## src/rtl/buzzer_tone_gen.sv

```systemverilog
// buzzer_tone_gen: turns a note event into a glitch-free 50% square wave for a
// piezo buzzer. Pitch changes only land on half-period boundaries, and a release
// always finishes the current high half, so the pin never emits a runt pulse.
module buzzer_tone_gen #(
  parameter int CLK_FREQ_HZ = 50_000_000,
  parameter int KEY_ID_BITS = 4
) (
  input  logic                   clk,
  input  logic                   rst_n,
  input  logic [KEY_ID_BITS-1:0] key_id,
  input  logic                   key_is_pressed,
  input  logic                   octave_up,
  input  logic                   octave_down,
  output logic                   buzzer_out,
  output logic                   tone_active
);

  // Half-period = CLK / (2*f). Frequencies are carried as f*10000 so the
  // division stays in integers: CLK*10000 / (2*f*10000) = CLK*5000 / f_x1e4.
  localparam longint NUM   = longint'(CLK_FREQ_HZ) * 64'sd5000;
  localparam int     HP_C  = int'(NUM / 64'sd2616256);
  localparam int     HP_D  = int'(NUM / 64'sd2936648);
  localparam int     HP_E  = int'(NUM / 64'sd3296276);
  localparam int     HP_F  = int'(NUM / 64'sd3492282);
  localparam int     HP_G  = int'(NUM / 64'sd3919954);
  localparam int     HP_A  = int'(NUM / 64'sd4400000);
  localparam int     HP_B  = int'(NUM / 64'sd4938833);
  localparam int     HP_CS = int'(NUM / 64'sd2771826);
  localparam int     HP_DS = int'(NUM / 64'sd3111270);
  localparam int     HP_FS = int'(NUM / 64'sd3699944);
  localparam int     HP_GS = int'(NUM / 64'sd4153047);
  localparam int     HP_AS = int'(NUM / 64'sd4661638);

  // C is the lowest note; the counter must hold its octave-down value.
  localparam int CNT_W = $clog2(2 * HP_C + 1);

  typedef enum logic [1:0] {
    S_IDLE    = 2'd0,
    S_TONE    = 2'd1,
    S_RELEASE = 2'd2
  } state_t;

  logic [KEY_ID_BITS-1:0] key_q;
  logic                   pressed_q;
  logic                   up_q;
  logic                   down_q;

  state_t                 state_q;
  logic [CNT_W-1:0]       cnt_q;
  logic [CNT_W-1:0]       hp_q;
  logic                   buzz_q;
  logic                   active_q;

  logic [CNT_W-1:0]       hp0;
  logic [CNT_W-1:0]       tgt_hp;
  logic                   id_ok;
  logic                   valid;
  logic                   last;

  // Register the note event once; every decision uses these copies.
  always_ff @(posedge clk or negedge rst_n) begin
    if (!rst_n) begin
      key_q     <= '0;
      pressed_q <= 1'b0;
      up_q      <= 1'b0;
      down_q    <= 1'b0;
    end else begin
      key_q     <= key_id;
      pressed_q <= key_is_pressed;
      up_q      <= octave_up;
      down_q    <= octave_down;
    end
  end

  // Map the registered key to its middle-octave half-period, then apply octave shift.
  always_comb begin
    hp0   = '0;
    id_ok = 1'b1;
    case (int'(key_q))
      1:       hp0 = CNT_W'(HP_C);
      2:       hp0 = CNT_W'(HP_D);
      3:       hp0 = CNT_W'(HP_E);
      4:       hp0 = CNT_W'(HP_F);
      5:       hp0 = CNT_W'(HP_G);
      6:       hp0 = CNT_W'(HP_A);
      7:       hp0 = CNT_W'(HP_B);
      8:       hp0 = CNT_W'(HP_CS);
      9:       hp0 = CNT_W'(HP_DS);
      10:      hp0 = CNT_W'(HP_FS);
      11:      hp0 = CNT_W'(HP_GS);
      12:      hp0 = CNT_W'(HP_AS);
      default: id_ok = 1'b0;
    endcase
    if (up_q && !down_q) begin
      tgt_hp = hp0 >> 1;
    end else if (down_q && !up_q) begin
      tgt_hp = hp0 << 1;
    end else begin
      tgt_hp = hp0;
    end
    valid = pressed_q && id_ok;
    last  = (cnt_q == hp_q - CNT_W'(1));
  end

  // Tone FSM: the half-period is latched only at entry and at toggles, so a
  // pitch change never stretches or cuts the half in progress.
  always_ff @(posedge clk or negedge rst_n) begin
    if (!rst_n) begin
      state_q  <= S_IDLE;
      cnt_q    <= '0;
      hp_q     <= '0;
      buzz_q   <= 1'b0;
      active_q <= 1'b0;
    end else begin
      case (state_q)
        S_IDLE: begin
          cnt_q  <= '0;
          buzz_q <= 1'b0;
          if (valid) begin
            state_q  <= S_TONE;
            buzz_q   <= 1'b1;
            hp_q     <= tgt_hp;
            active_q <= 1'b1;
          end else begin
            active_q <= 1'b0;
          end
        end
        S_TONE, S_RELEASE: begin
          if (valid) begin
            // Re-press during release keeps counting; new pitch waits for the toggle.
            state_q  <= S_TONE;
            active_q <= 1'b1;
            if (last) begin
              buzz_q <= ~buzz_q;
              cnt_q  <= '0;
              hp_q   <= tgt_hp;
            end else begin
              cnt_q <= cnt_q + CNT_W'(1);
            end
          end else if (!buzz_q || last) begin
            // Low half may stop at once; a high half stops only at its end.
            state_q  <= S_IDLE;
            active_q <= 1'b0;
            buzz_q   <= 1'b0;
            cnt_q    <= '0;
          end else begin
            state_q  <= S_RELEASE;
            active_q <= 1'b1;
            cnt_q    <= cnt_q + CNT_W'(1);
          end
        end
        default: begin
          state_q  <= S_IDLE;
          cnt_q    <= '0;
          buzz_q   <= 1'b0;
          active_q <= 1'b0;
        end
      endcase
    end
  end

  assign buzzer_out  = buzz_q;
  assign tone_active = active_q;

endmodule

```

## config.mk

```make
export PLATFORM = sky130hd
export DESIGN_NAME = buzzer_tone_gen
export DESIGN_NICKNAME = d
export VERILOG_FILES = /design/src/rtl/buzzer_tone_gen.sv
export SDC_FILE = /design/constraint.sdc
export NUM_CORES = 1
export LEC_CHECK = 0
export BUFFER_PORTS_ARGS = -buffer_cell sky130_fd_sc_hd__buf_2
export CAP_MARGIN = 20
export CELL_PAD_IN_SITES_DETAIL_PLACEMENT = 1
export CELL_PAD_IN_SITES_GLOBAL_PLACEMENT = 1
export CORE_ASPECT_RATIO = 1.25
export CORE_UTILIZATION = 40
export CTS_BUF_LIST = sky130_fd_sc_hd__clkbuf_8 sky130_fd_sc_hd__clkbuf_16
export DETAILED_ROUTE_END_ITERATION = 6
export PLACE_DENSITY = 0.82
export SYNTH_ARGS = -nofsm -noshare
export SYNTH_HDL_FRONTEND = slang
export SYNTH_SLANG_ARGS = --single-unit
```

## constraint.sdc

```tcl
create_clock -name clk -period 3.2 [get_ports clk]
set_input_delay 0.64 -clock clk [delete_from_list [all_inputs] [get_ports clk]]
set_output_delay 0.64 -clock clk [all_outputs]
set_load 0.05 [all_outputs]
```

==> flow_summary.ini <==
[run_status]
status = completed

[floorplanning]
dieArea_mm2 = 0.0106
num_rows = 40
die_w_um = 92.3
num_io_pins = 11
core_area_mm2 = 0.00976
initial_core_util_pct = 41.8
die_y_um = 115

[logic_synthesis]
synth_area_mm2 = 0.00408
yosys_register_bits = 47
yosys_warnings = 0
synthArstFlopShare_pct = 100
netlist_instances = 536
synth_area_per_cell_um2 = 7.61
synth_fp_nets = 549
ys.flop_type = dfrtp_1
ys_types = 66
seq_area_frac_synth_pct = 28.8
synth_edf_count = 0

[timing]
fin_crit_sh_pct = 98.8
maxSlewHeadroom_pct = 51.4
fin_ws_ns = 0.0372
fmax_mhz = 316
setup_viol = 0
whs_ns = 0.222
drv_slew = 0
tightest_slew_ns = 0.729
period_minus_slack_ns = 3.16
rsz0062_at_grt = true
finalHoldViolCount = 0
skew_ns = 0.00587

[setup_path]
worst-endpoint-arrival_ns = 3.40
crit_type = register to register
required_ns = 3.43
path_max_fanout = 12
r2r-start = hp_q[8]
start_kind = register
end_kind = register
cp-startpoint = hp_q[8]

[placed_design]
io_buffers = 10
dpl.hpwl_um = 9420
preCtsSetupSlack_ns = -0.0611
routabilityCongestion = 0.909

[finish]
fillers = 1211
area_growth_syn_to_layout_pct = 13.5
layout.nets = 557
drive_gt1_share_pct = 15.6
antenna-diode-count = 0
final_core_utilization_pct = 47.4

[clock_tree]
clock_latency_ns = 0.30
clock-sinks = 47
htreeDepth = 2
ctsRootBufferMaster = clkbuf_16
cts_made_buffers = 5
cts_buffer_depth = 2
cts_tree = built
hold_buffers = 0
clk_pin_slew_ns = 0.07

[grt]
grt_start_max_net_pins = 48
grt_pass1_wl_um = 21900
grt_pass1_vias = 4361
grt_use_total_pct = 25.6
grt_overflow = 0
antenna_found_initial = 0

[routing]
first_pass_iters = 4
routed_wl_um = 13400
vias = 4249
drc_errors = 0
drtIter0Drc = 220
vias_per_cell = 6.33
drt.antenna.violating_nets = 0
wl_per_cell_um = 19.9

[job]
cap_violations = 0

[min_path]
hold_path.class = primary input to async pin

[pwr]
powerDensity_mw_per_mm2 = 633
static-leakage-power_nw = 1.75
peakVddDrop_mv = 0.245
==> worst max-delay path, stage by stage, from the launching register on <==
cell      delay (ns)
dfrtp_1         0.39
or4_4           0.55
buf_4           0.17
nand4b_1        0.26
or4_1           0.57
o211a_1         0.19
buf_4           0.18
or3_1           0.39
o22ai_1         0.23
a31o_2          0.16
==> metrics by stage <==
stage / cell area, um^2 / instances / total power [W] / TNS, ns
2_1_floorplan: 4080 / 536 / 0.00183 / 0
3_3_place_gp: 4360 / 655 / 0.00223 / 0
3_5_place_dp: 4360 / 655 / 0.00233 / -0.512
4_1_cts: 4510 / 663 / 0.00286 / 0
5_1_grt: 4630 / 671 / 0.00311 / -0.0385
6_report: 4630 / 671 / 0.00293 / 0
==> layout make-up <==
class | instances | area (um^2) | share of cell area (%)
clock buffers | 5 | 125 | 2.70
repair buffers | 53 | 403 | 8.71
multi-input cells | 425 | 2710 | 58.4
flip-flops and latches | 47 | 1180 | 25.4
well taps | 126 | 158 | 3.41
inverters | 12 | 45.0 | 0.973
clock inverters | 3 | 16.3 | 0.351
==> per-layer routing <==
layer,wire [um],track usage (%),part of all wire (%),vias up
li1,-,-,-,2002
met1,5490,30.1,41,2114
met2,7140,47.0,53,105
met3,389,2.98,2.9,28
met4,337,10.8,2.5,0
met5,0,0,0,-
==> report_power, final <==
group | total [W] | leakage, nW | switching, W | internal, W
logic | 0.00149 | 1.08 | 0.000872 | 0.000621
registers | 0.000918 | 0.599 | 0.000179 | 0.000738
clock network | 0.000520 | 0.0710 | 0.000234 | 0.000286
==> state kept, by name (all words and copies together), names as in the netlist <==
register,cells
buzzer_out,1
cnt_q,18
down_q,1
hp_q,18
key_q,4
pressed_q,1
state_q,2
tone_active,1
up_q,1
==> kinds of logic after synthesis <==
group | Yosys count | share of synthesized area, %
and+or+nand+nor | 221 | 28.8
AOI/OAI and AO/OA | 159 | 26.1
buffers and inverters | 65 | 6.23
DFF | 47 | 28.8
xor gates and xnor gates | 35 | 7.52
adders and majority gates | 5 | 1.47
muxes | 4 | 1.04
==> timing repair <==
| action | in CTS | in global routing |
|---|---|---|
| setup endpoints to repair | 13 | 34 |
| pin swaps | 0 | 4 |
| cloned | 0 | 2 |
| setup buffers | 0 | 5 |
| gates resized for setup | 1 | 13 |
==> cell usage after synthesis (all sizes together) (5+ instances only) <==
cell | number | area [um^2]
dfrtp | 47 | 1180
nor3 | 26 | 130
a31o | 8 | 70.1
o221ai | 5 | 43.8
nand3b | 6 | 45.0
nor2b | 11 | 68.8
o211ai | 8 | 60.1
clkbuf | 47 | 176
nand2 | 36 | 135
xor2 | 19 | 166
o21ai | 42 | 210
o22ai | 12 | 75.1
or4 | 6 | 48.8
nor2 | 41 | 154
nand3 | 28 | 140
or3 | 15 | 93.8
a21oi | 31 | 163
nand2b | 9 | 56.3
xnor2 | 16 | 140
and3 | 8 | 50.1
buf | 6 | 32.5
inv | 9 | 33.8
nand4 | 7 | 43.8
nor4 | 12 | 75.1
==> cells in the final DEF (no fill, tap or decap), types with 5 or more instances in the layout <==
| master | Yosys | layout |
|---|---|---|
| a21oi_1 | 29 | 27 |
| a31o_2 | 6 | 5 |
| and3_1 | 8 | 8 |
| buf_2 | 2 | 11 |
| buf_4 | 0 | 38 |
| clkbuf_16 | 0 | 5 |
| dfrtp_1 | 47 | 47 |
| inv_1 | 9 | 9 |
| nand2_1 | 36 | 36 |
| nand2b_1 | 9 | 9 |
| nand3_1 | 28 | 28 |
| nand3b_1 | 6 | 6 |
| nand4_1 | 7 | 7 |
| nor2_1 | 41 | 41 |
| nor2b_1 | 11 | 11 |
| nor3_1 | 26 | 25 |
| nor4_1 | 12 | 12 |
| o211ai_1 | 8 | 8 |
| o21ai_0 | 42 | 42 |
| o221ai_1 | 5 | 5 |
| o22ai_1 | 12 | 12 |
| or3_1 | 15 | 13 |
| xnor2_1 | 16 | 16 |
| xor2_1 | 19 | 19 |
==> path summary, 6_finish.rpt <==
| path | to | slack, ns | depth (start not counted) |
|---|---|---|---|
| setup / recovery | hp_q[10] | 0.04 | 9 |
| hold / removal | cnt_q[13] | 0.22 | 1 |
| setup reg to reg | hp_q[10] | 0.04 | 9 |
| hold reg to reg | state_q[1] | 0.55 | 2 |
| max in group asynchronous | cnt_q[2] | 2.48 | 2 |
| min in group clk | key_q[2] | 0.44 | 1 |
No activity file was read; power rests on OpenSTA's default activity.
